## src/rtl/ysyx_24110006_pkg.sv

```systemverilog
// rtl/ysyx_24110006_pkg.sv - shared types and constants for the instruction fetch unit
// Contents: ifu_state_t (IDLE/WAIT/DROP), IFU_RESET_PC, INST_W.
package ysyx_24110006_pkg;

    typedef enum logic [1:0] {
        IFU_IDLE = 2'd0,   // no request outstanding
        IFU_WAIT = 2'd1,   // one request outstanding, result will be queued
        IFU_DROP = 2'd2    // one request outstanding, result will be discarded
    } ifu_state_t;

    localparam logic [31:0] IFU_RESET_PC = 32'h3000_0000;
    localparam int          INST_W       = 32;

endpackage

```

## src/rtl/ysyx_24110006_inst_queue.sv

```systemverilog
// rtl/ysyx_24110006_inst_queue.sv - circular instruction queue holding {pc, inst} pairs
// Ports: clk/rst_n (async active-low); push/push_pc/push_inst write an entry;
//        pop removes the head when non-empty; flush empties the queue (wins over push/pop);
//        valid/head_pc/head_inst present the head (zero while empty); count is the occupancy.
module ysyx_24110006_inst_queue
    import ysyx_24110006_pkg::*;
#(
    parameter int DEPTH = 2
) (
    input  logic                     clk,
    input  logic                     rst_n,
    input  logic                     push,
    input  logic [31:0]              push_pc,
    input  logic [INST_W-1:0]        push_inst,
    input  logic                     pop,
    input  logic                     flush,
    output logic                     valid,
    output logic [31:0]              head_pc,
    output logic [INST_W-1:0]        head_inst,
    output logic [$clog2(DEPTH):0]   count
);

    localparam int AW = $clog2(DEPTH);

    logic [AW-1:0]     rd_ptr;
    logic [AW-1:0]     wr_ptr;
    logic [31:0]       pc_mem   [DEPTH];
    logic [INST_W-1:0] inst_mem [DEPTH];
    logic              do_push;
    logic              do_pop;

    // The fetch credit scheme means a push never meets a full queue, so push is not gated on count.
    assign do_push = push && !flush;
    assign do_pop  = pop && (count != '0) && !flush;

    always_ff @(posedge clk or negedge rst_n) begin
        if (!rst_n) begin
            rd_ptr <= '0;
            wr_ptr <= '0;
            count  <= '0;
        end else if (flush) begin
            rd_ptr <= '0;
            wr_ptr <= '0;
            count  <= '0;
        end else begin
            if (do_push) begin
                wr_ptr <= wr_ptr + 1'b1;
            end
            if (do_pop) begin
                rd_ptr <= rd_ptr + 1'b1;
            end
            case ({do_push, do_pop})
                2'b10:   count <= count + 1'b1;
                2'b01:   count <= count - 1'b1;
                default: count <= count;
            endcase
        end
    end

    always_ff @(posedge clk) begin
        if (do_push) begin
            pc_mem[wr_ptr]   <= push_pc;
            inst_mem[wr_ptr] <= push_inst;
        end
    end

    // Storage is not reset, so the head is forced to zero while empty.
    assign valid     = (count != '0);
    assign head_pc   = valid ? pc_mem[rd_ptr]   : '0;
    assign head_inst = valid ? inst_mem[rd_ptr] : '0;

endmodule

```

## src/rtl/ysyx_24110006_ifu.sv

```systemverilog
// rtl/ysyx_24110006_ifu.sv - instruction fetch unit: PC owner, icache requester, decode queue
// Ports: i_clock, i_reset_n (async active-low);
//        o_icache_valid/o_icache_pc: one-cycle fetch request and its address;
//        i_icache_valid/i_icache_inst: one-cycle response;
//        i_redirect_valid/i_redirect_pc: control-flow redirect from execute;
//        o_idu_valid/o_idu_inst/o_idu_pc/i_idu_ready: queue head handshake to decode.
module ysyx_24110006_ifu
    import ysyx_24110006_pkg::*;
#(
    parameter logic [31:0] RESET_PC    = IFU_RESET_PC,
    parameter int          QUEUE_DEPTH = 2
) (
    input  logic              i_clock,
    input  logic              i_reset_n,
    output logic              o_icache_valid,
    output logic [31:0]       o_icache_pc,
    input  logic              i_icache_valid,
    input  logic [INST_W-1:0] i_icache_inst,
    input  logic              i_redirect_valid,
    input  logic [31:0]       i_redirect_pc,
    output logic              o_idu_valid,
    output logic [INST_W-1:0] o_idu_inst,
    output logic [31:0]       o_idu_pc,
    input  logic              i_idu_ready
);

    ifu_state_t                   state;
    ifu_state_t                   next_state;
    logic [31:0]                  pc;
    logic [31:0]                  next_pc;
    logic                         icache_req_q;
    logic                         issue;
    logic                         push;
    logic                         flush;
    logic                         outstanding;
    logic                         credit;
    logic [31:0]                  occupancy;
    logic [31:0]                  redirect_target;
    logic [$clog2(QUEUE_DEPTH):0] q_count;
    logic                         unused_redirect_lsbs;

    // Targets are word aligned; the low two bits are dropped.
    assign redirect_target      = {i_redirect_pc[31:2], 2'b00};
    assign unused_redirect_lsbs = ^i_redirect_pc[1:0];

    // Queued entries plus the in-flight one must leave room, so a returning
    // response always has a slot.
    assign outstanding = (state != IFU_IDLE);
    assign occupancy   = 32'(q_count) + 32'(outstanding);
    assign credit      = occupancy < 32'(QUEUE_DEPTH);

    always_ff @(posedge i_clock or negedge i_reset_n) begin
        if (!i_reset_n) begin
            state        <= IFU_IDLE;
            pc           <= RESET_PC;
            icache_req_q <= 1'b0;
        end else begin
            state        <= next_state;
            pc           <= next_pc;
            icache_req_q <= issue;
        end
    end

    always_comb begin
        next_state = state;
        next_pc    = pc;
        issue      = 1'b0;
        push       = 1'b0;
        flush      = 1'b0;
        case (state)
            IFU_IDLE: begin
                // A response seen here is stale and deliberately ignored.
                if (i_redirect_valid) begin
                    next_pc = redirect_target;
                    flush   = 1'b1;
                end else if (credit) begin
                    issue      = 1'b1;
                    next_state = IFU_WAIT;
                end
            end
            IFU_WAIT: begin
                if (i_redirect_valid) begin
                    next_pc    = redirect_target;
                    flush      = 1'b1;
                    // A response in the same cycle belongs to the old path and closes the request.
                    next_state = i_icache_valid ? IFU_IDLE : IFU_DROP;
                end else if (i_icache_valid) begin
                    push       = 1'b1;
                    next_pc    = pc + 32'd4;
                    next_state = IFU_IDLE;
                end
            end
            IFU_DROP: begin
                if (i_redirect_valid) begin
                    next_pc = redirect_target;
                    flush   = 1'b1;
                end
                if (i_icache_valid) begin
                    next_state = IFU_IDLE;
                end
            end
            default: begin
                next_state = IFU_IDLE;
            end
        endcase
    end

    assign o_icache_valid = icache_req_q;
    assign o_icache_pc    = pc;

    ysyx_24110006_inst_queue #(
        .DEPTH (QUEUE_DEPTH)
    ) u_queue (
        .clk       (i_clock),
        .rst_n     (i_reset_n),
        .push      (push),
        .push_pc   (pc),
        .push_inst (i_icache_inst),
        .pop       (i_idu_ready),
        .flush     (flush),
        .valid     (o_idu_valid),
        .head_pc   (o_idu_pc),
        .head_inst (o_idu_inst),
        .count     (q_count)
    );

endmodule

```

## config.mk

```make
export PLATFORM = sky130hd
export DESIGN_NAME = ysyx_24110006_ifu
export DESIGN_NICKNAME = d
export VERILOG_FILES = /design/src/rtl/ysyx_24110006_pkg.sv /design/src/rtl/ysyx_24110006_inst_queue.sv /design/src/rtl/ysyx_24110006_ifu.sv
export SDC_FILE = /design/constraint.sdc
export NUM_CORES = 1
export LEC_CHECK = 0
export CORE_MARGIN = 3
export CORE_UTILIZATION = 54
export DETAILED_ROUTE_END_ITERATION = 10
export GPL_ROUTABILITY_DRIVEN = 0
export GPL_TIMING_DRIVEN = 1
export PLACE_DENSITY = 0.87
export SYNTH_ARGS = -nofsm -noshare
export SYNTH_HDL_FRONTEND = slang
export SYNTH_SLANG_ARGS = --single-unit
```

## constraint.sdc

```tcl
create_clock -name i_clock -period 8.6 [get_ports i_clock]
set_clock_uncertainty 0.2 [all_clocks]
set_input_delay 0.86 -clock i_clock [delete_from_list [all_inputs] [get_ports i_clock]]
set_output_delay 0.86 -clock i_clock [all_outputs]
set_load 0.05 [all_outputs]
```

==> results <==
- The worst slack after detailed placement is about 3900 ps.
- The classification of the worst-slack hold path is reg -> reg.
- The later-pin clock latency in the skew report is 410 ps.
- The critical path goes through clkdlybuf4s50_1, nor2b_4, nand2_1, nor2_4, buf_4.
- The detail route stage leaves a number of antenna-violating nets equal to 0.
- Yosys attributes the largest share of cell area to sky130_fd_sc_hd__edfxtp_1 (53%), sky130_fd_sc_hd__dfrtp_1 (13%), sky130_fd_sc_hd__mux2i_1 (9.3%).
- For this run, the number of Yosys warnings is 0.
- The worst vdd rail ir drop is 0.000164 V.
- The relative area change from synthesis to final layout is 33.2%.
- The multi-input combinational cells in the finished layout cover a total of between 2000 and 2500 µm².
- The count of mapped cells out of synthesis is 541.
- The highest fanout seen on the critical path is 52.
- The endpoint kind of the worst setup timing path is a flop.
- The count of clock tree sinks is 161.
- Pin placement for this block handled ~170 I/O pins.
- The fraction of registers with async set/reset is 23.0%.
- The horizontal die dimension is 120 µm.
- The die outline area is approximately 14,000 µm².
- The detailed-route vias per instance is 5.82.
- The data required time of the worst path is 8450 ps.
- The power density relative to cell area is 275 nW/µm².
- The count of different cell masters after synthesis is 53.
- The routed wire length per instance is 18.9 µm.
- Averaged over all synthesized cells, the footprint is between 10 and 15 µm².
- The routed design has 16,500 µm of wire.
- After synthesis, flip-flops and latches occupy about 67% of the total area.
- The startpoint-to-endpoint class of the critical path is in -> reg.
- The launch point of the worst reg-to-reg path is state[0]$_DFFE_PN0P_.
- Clock-pin slew was measured on the worst setup and hold paths at 60 ps.
- The number of DRC markers after the initial detailed-route iteration is 653.
- The setup slack of the worst register-to-register path is 4760 ps.
- The beginning of the worst hold path is o_icache_pc[12]$_DFFE_PN0P_.
- Buffers placed on the I/O ports in this run total 160.
- In this run, synthesis inferred roughly 120 flip-flops with an integrated enable.
- The share of total power in the clock network is ~29%.
- The slowest library cell on the worst path is sky130_fd_sc_hd__nor2b_4.
- At the pin with the least slew margin, the transition time is 1160 ps.
- From bottom edge to top edge, the die measures 120 µm.
- The core area is 12,300 µm².
- The flow ran to the end, and the final reports show no timing, DRC or antenna violations.
- On the final layout, the worst hold slack is 336 ps.
- The count of H-tree levels built during CTS is 4.
- The combined buffer and inverter count along the critical path is 2.
- The proportion of power drawn by flip-flops and latches is roughly two fifths.
- The logic depth of the worst register-to-register path is 4.
- The TritonCTS clock tree is yes.
- The repair_antennas step left the layout with diodes totalling 0.
- The fraction of layout cells with a size suffix above 1 is 7.07%.
- Yosys instantiated no cell more often than sky130_fd_sc_hd__edfxtp_1.
- Of the available clock period, the critical path in the final layout requires 49.6%.
- After synthesis, the most frequently instantiated cells are sky130_fd_sc_hd__edfxtp_1 (124), sky130_fd_sc_hd__nor2_1 (89), sky130_fd_sc_hd__mux2i_1 (65).
- The largest single stage delay on the critical path is 900 ps.
- In this run, CTS created clock tree buffers numbering 17.
- The logic gate share of total power is 30.2%.
- The endpoint identified for the worst register-to-register timing path is u_queue.pc_mem[0][10]$_DFFE_PP_.
- The net switching power is 918 µW.
- In the final timing run, aggregate negative setup slack is 0 ps.
- After synthesis the netlist holds a flip-flop and latch count of 161.
- The count of final setup violators is 0.
- Summed over all nets, the half-perimeter wirelength after detailed placement is 10,500 µm.
- The completed layout was analyzed and its total power is 2550 µW.
- The number of pins with negative max-slew slack in the final report is 0.
- The number of placement rows is 40.
- The maximum buffer depth of the clock tree is 2.
- The initial antenna violation count was 0.
- The post-CTS setup buffer count is 0.
- The clock period could shrink to roughly 4300 ps.
- Summing all placed instances gives a cell area of 8700 µm².
- The cts-stage hold buffer count is 0.
- The aggregate global routing overflow is 0.
- The end point of the worst hold path is u_queue.pc_mem[1][12]$_DFFE_PP_.
- In this run, post-CTS repair resized a total of 0 instances.
- Entering global routing, the biggest net connects 64 pins.
- Measured against its own limit, the worst slew margin works out to 22.6%.
- Across the whole layout, storage elements account for ~4700 µm².
- The biggest area consumer among synthesized cells is sky130_fd_sc_hd__edfxtp_1.
- The via count of the first global-routing pass came to 5,136.
- Of the post-synthesis cell area, the dominant cell type holds a little over half.
- The initial standard-cell utilization of the core is 56.6%.
- After routing the design area is 9280 µm².
- Global routing used 23.4% of the available tracks.
- STA classifies the critical path startpoint as an input pin.
- Clock tree synthesis selected as its root buffer the cell sky130_fd_sc_hd__clkbuf_16.
- The number of hold violations in the final report is 0.
- Counting instances, the worst hold path has a depth of 0.
- The count of TritonRoute iterations in the first routing pass is 5.
- The primary flip-flop cell chosen by synthesis mapping is sky130_fd_sc_hd__edfxtp_1.
- Max-cap violations in this run came to 0.
- Setup repair after global routing left no endpoint under its margin.
- The cell area after technology mapping is 6970 µm².
- The number of nets in the final layout is 764.
- Grouping stages by cell kind, the critical path spends the most delay in simple AND/OR/NAND/NOR gates.
- The internal power of the cells totals 1630 µW.
- The first global-routing pass estimated around 26,000 µm of wire.
- The worst path meets setup with 4330 ps of slack.
- Net switching is 36.0% of the power.
- The number of remaining DRC errors is 0.
- The data arrival time of the worst path is approximately 4100 ps.
- The static leakage is ~0.0031 µW.
- The detailed router placed about 5,100 vias in this run.
- The number of fill cells is 798.
- Static timing analysis puts the maximum clock frequency at 234 MHz.
==> per-layer routing <==
layer | global-route usage [%] | wire (µm)
met1 | 31.1 | 6630
met2 | 38.4 | 8280
met3 | 5.37 | 1370
met4 | 7.95 | 261
met5 | 0 | 0
==> registers in the layout, summed over array words and instances (netlist names) <==
signal and flops:
o_icache_pc 30, o_icache_valid 1, state 2, u_queue.count 2, u_queue.inst_mem 64, u_queue.pc_mem 60, u_queue.rd_ptr 1, u_queue.wr_ptr 1
==> logic make-up after synthesis <==
group	synth area share (%)
simple gates	12.6
flops	66.8
compound gates	8.37
mux	9.34
buf+inv	2.44
xor+xnor	0.251
fa+ha+maj	0.180
other cells	0.0538
==> layout make-up <==
class                      instances  share of cell area (%)
multi-input combinational        345                    23.5
sequential                       161                    50.2
tap                              168                    2.26
clock inverter                    12                    1.46
timing repair buffer             165                    17.7
clock buffer                      20                    4.81
inverter                           4                   0.162
==> metrics by stage <==
stage | cells | utilization (%)
after floorplan | 544 | -
after global placement | 843 | 70.7
after detailed placement | 843 | 70.7
after CTS | 875 | 75.4
after global routing | 875 | 75.4
final | 875 | 75.4
==> worst max path at each step <==
| stage | start | endpoint | slack [ps] | depth (start not counted) |
|---|---|---|---|---|
| floorplan | i_redirect_valid | u_queue.inst_mem[0][0]$_DFFE_PP_ | 4030 | 4 |
| finish | i_redirect_valid | u_queue.pc_mem[0][10]$_DFFE_PP_ | 4330 | 5 |
| detailed placement | i_redirect_valid | u_queue.pc_mem[0][4]$_DFFE_PP_ | 3940 | 5 |
| CTS | i_redirect_valid | u_queue.pc_mem[0][9]$_DFFE_PP_ | 4340 | 5 |
| global route | i_redirect_valid | u_queue.pc_mem[0][10]$_DFFE_PP_ | 4140 | 5 |
| global placement | i_redirect_valid | u_queue.pc_mem[0][5]$_DFFE_PP_ | 4090 | 5 |
==> power by group through the flow <==
stage / sequential [µW] / clock, µW / combinational (µW)
global route: 1060 / 774 / 807
global placement: 1050 / 0 / 752
detailed placement: 1060 / 0 / 765
floorplan: 1130 / 0 / 416
CTS: 1040 / 742 / 772
finish: 1050 / 736 / 770
==> layout by cell type, fill, tap and decap left out, types with 6 or more instances in the layout <==
cell                              synthesis  final
sky130_fd_sc_hd__nand3_1                 16     16
sky130_fd_sc_hd__a2bb2oi_1                6      6
sky130_fd_sc_hd__nor3_1                   6      6
sky130_fd_sc_hd__a21oi_1                 24     24
sky130_fd_sc_hd__nand2_1                 30     30
sky130_fd_sc_hd__o22a_1                   6      6
sky130_fd_sc_hd__and2_1                   6      6
sky130_fd_sc_hd__edfxtp_1               124    124
sky130_fd_sc_hd__clkbuf_16                0     17
sky130_fd_sc_hd__o22ai_1                 10     10
sky130_fd_sc_hd__or3_1                    6      6
sky130_fd_sc_hd__a311oi_1                 6      6
sky130_fd_sc_hd__o21ai_0                 11     11
sky130_fd_sc_hd__dfrtp_1                 35     34
sky130_fd_sc_hd__mux2i_1                 65     65
sky130_fd_sc_hd__nor2_1                  89     87
sky130_fd_sc_hd__clkdlybuf4s50_1          0    160
Power figures use the tool's default switching activity.
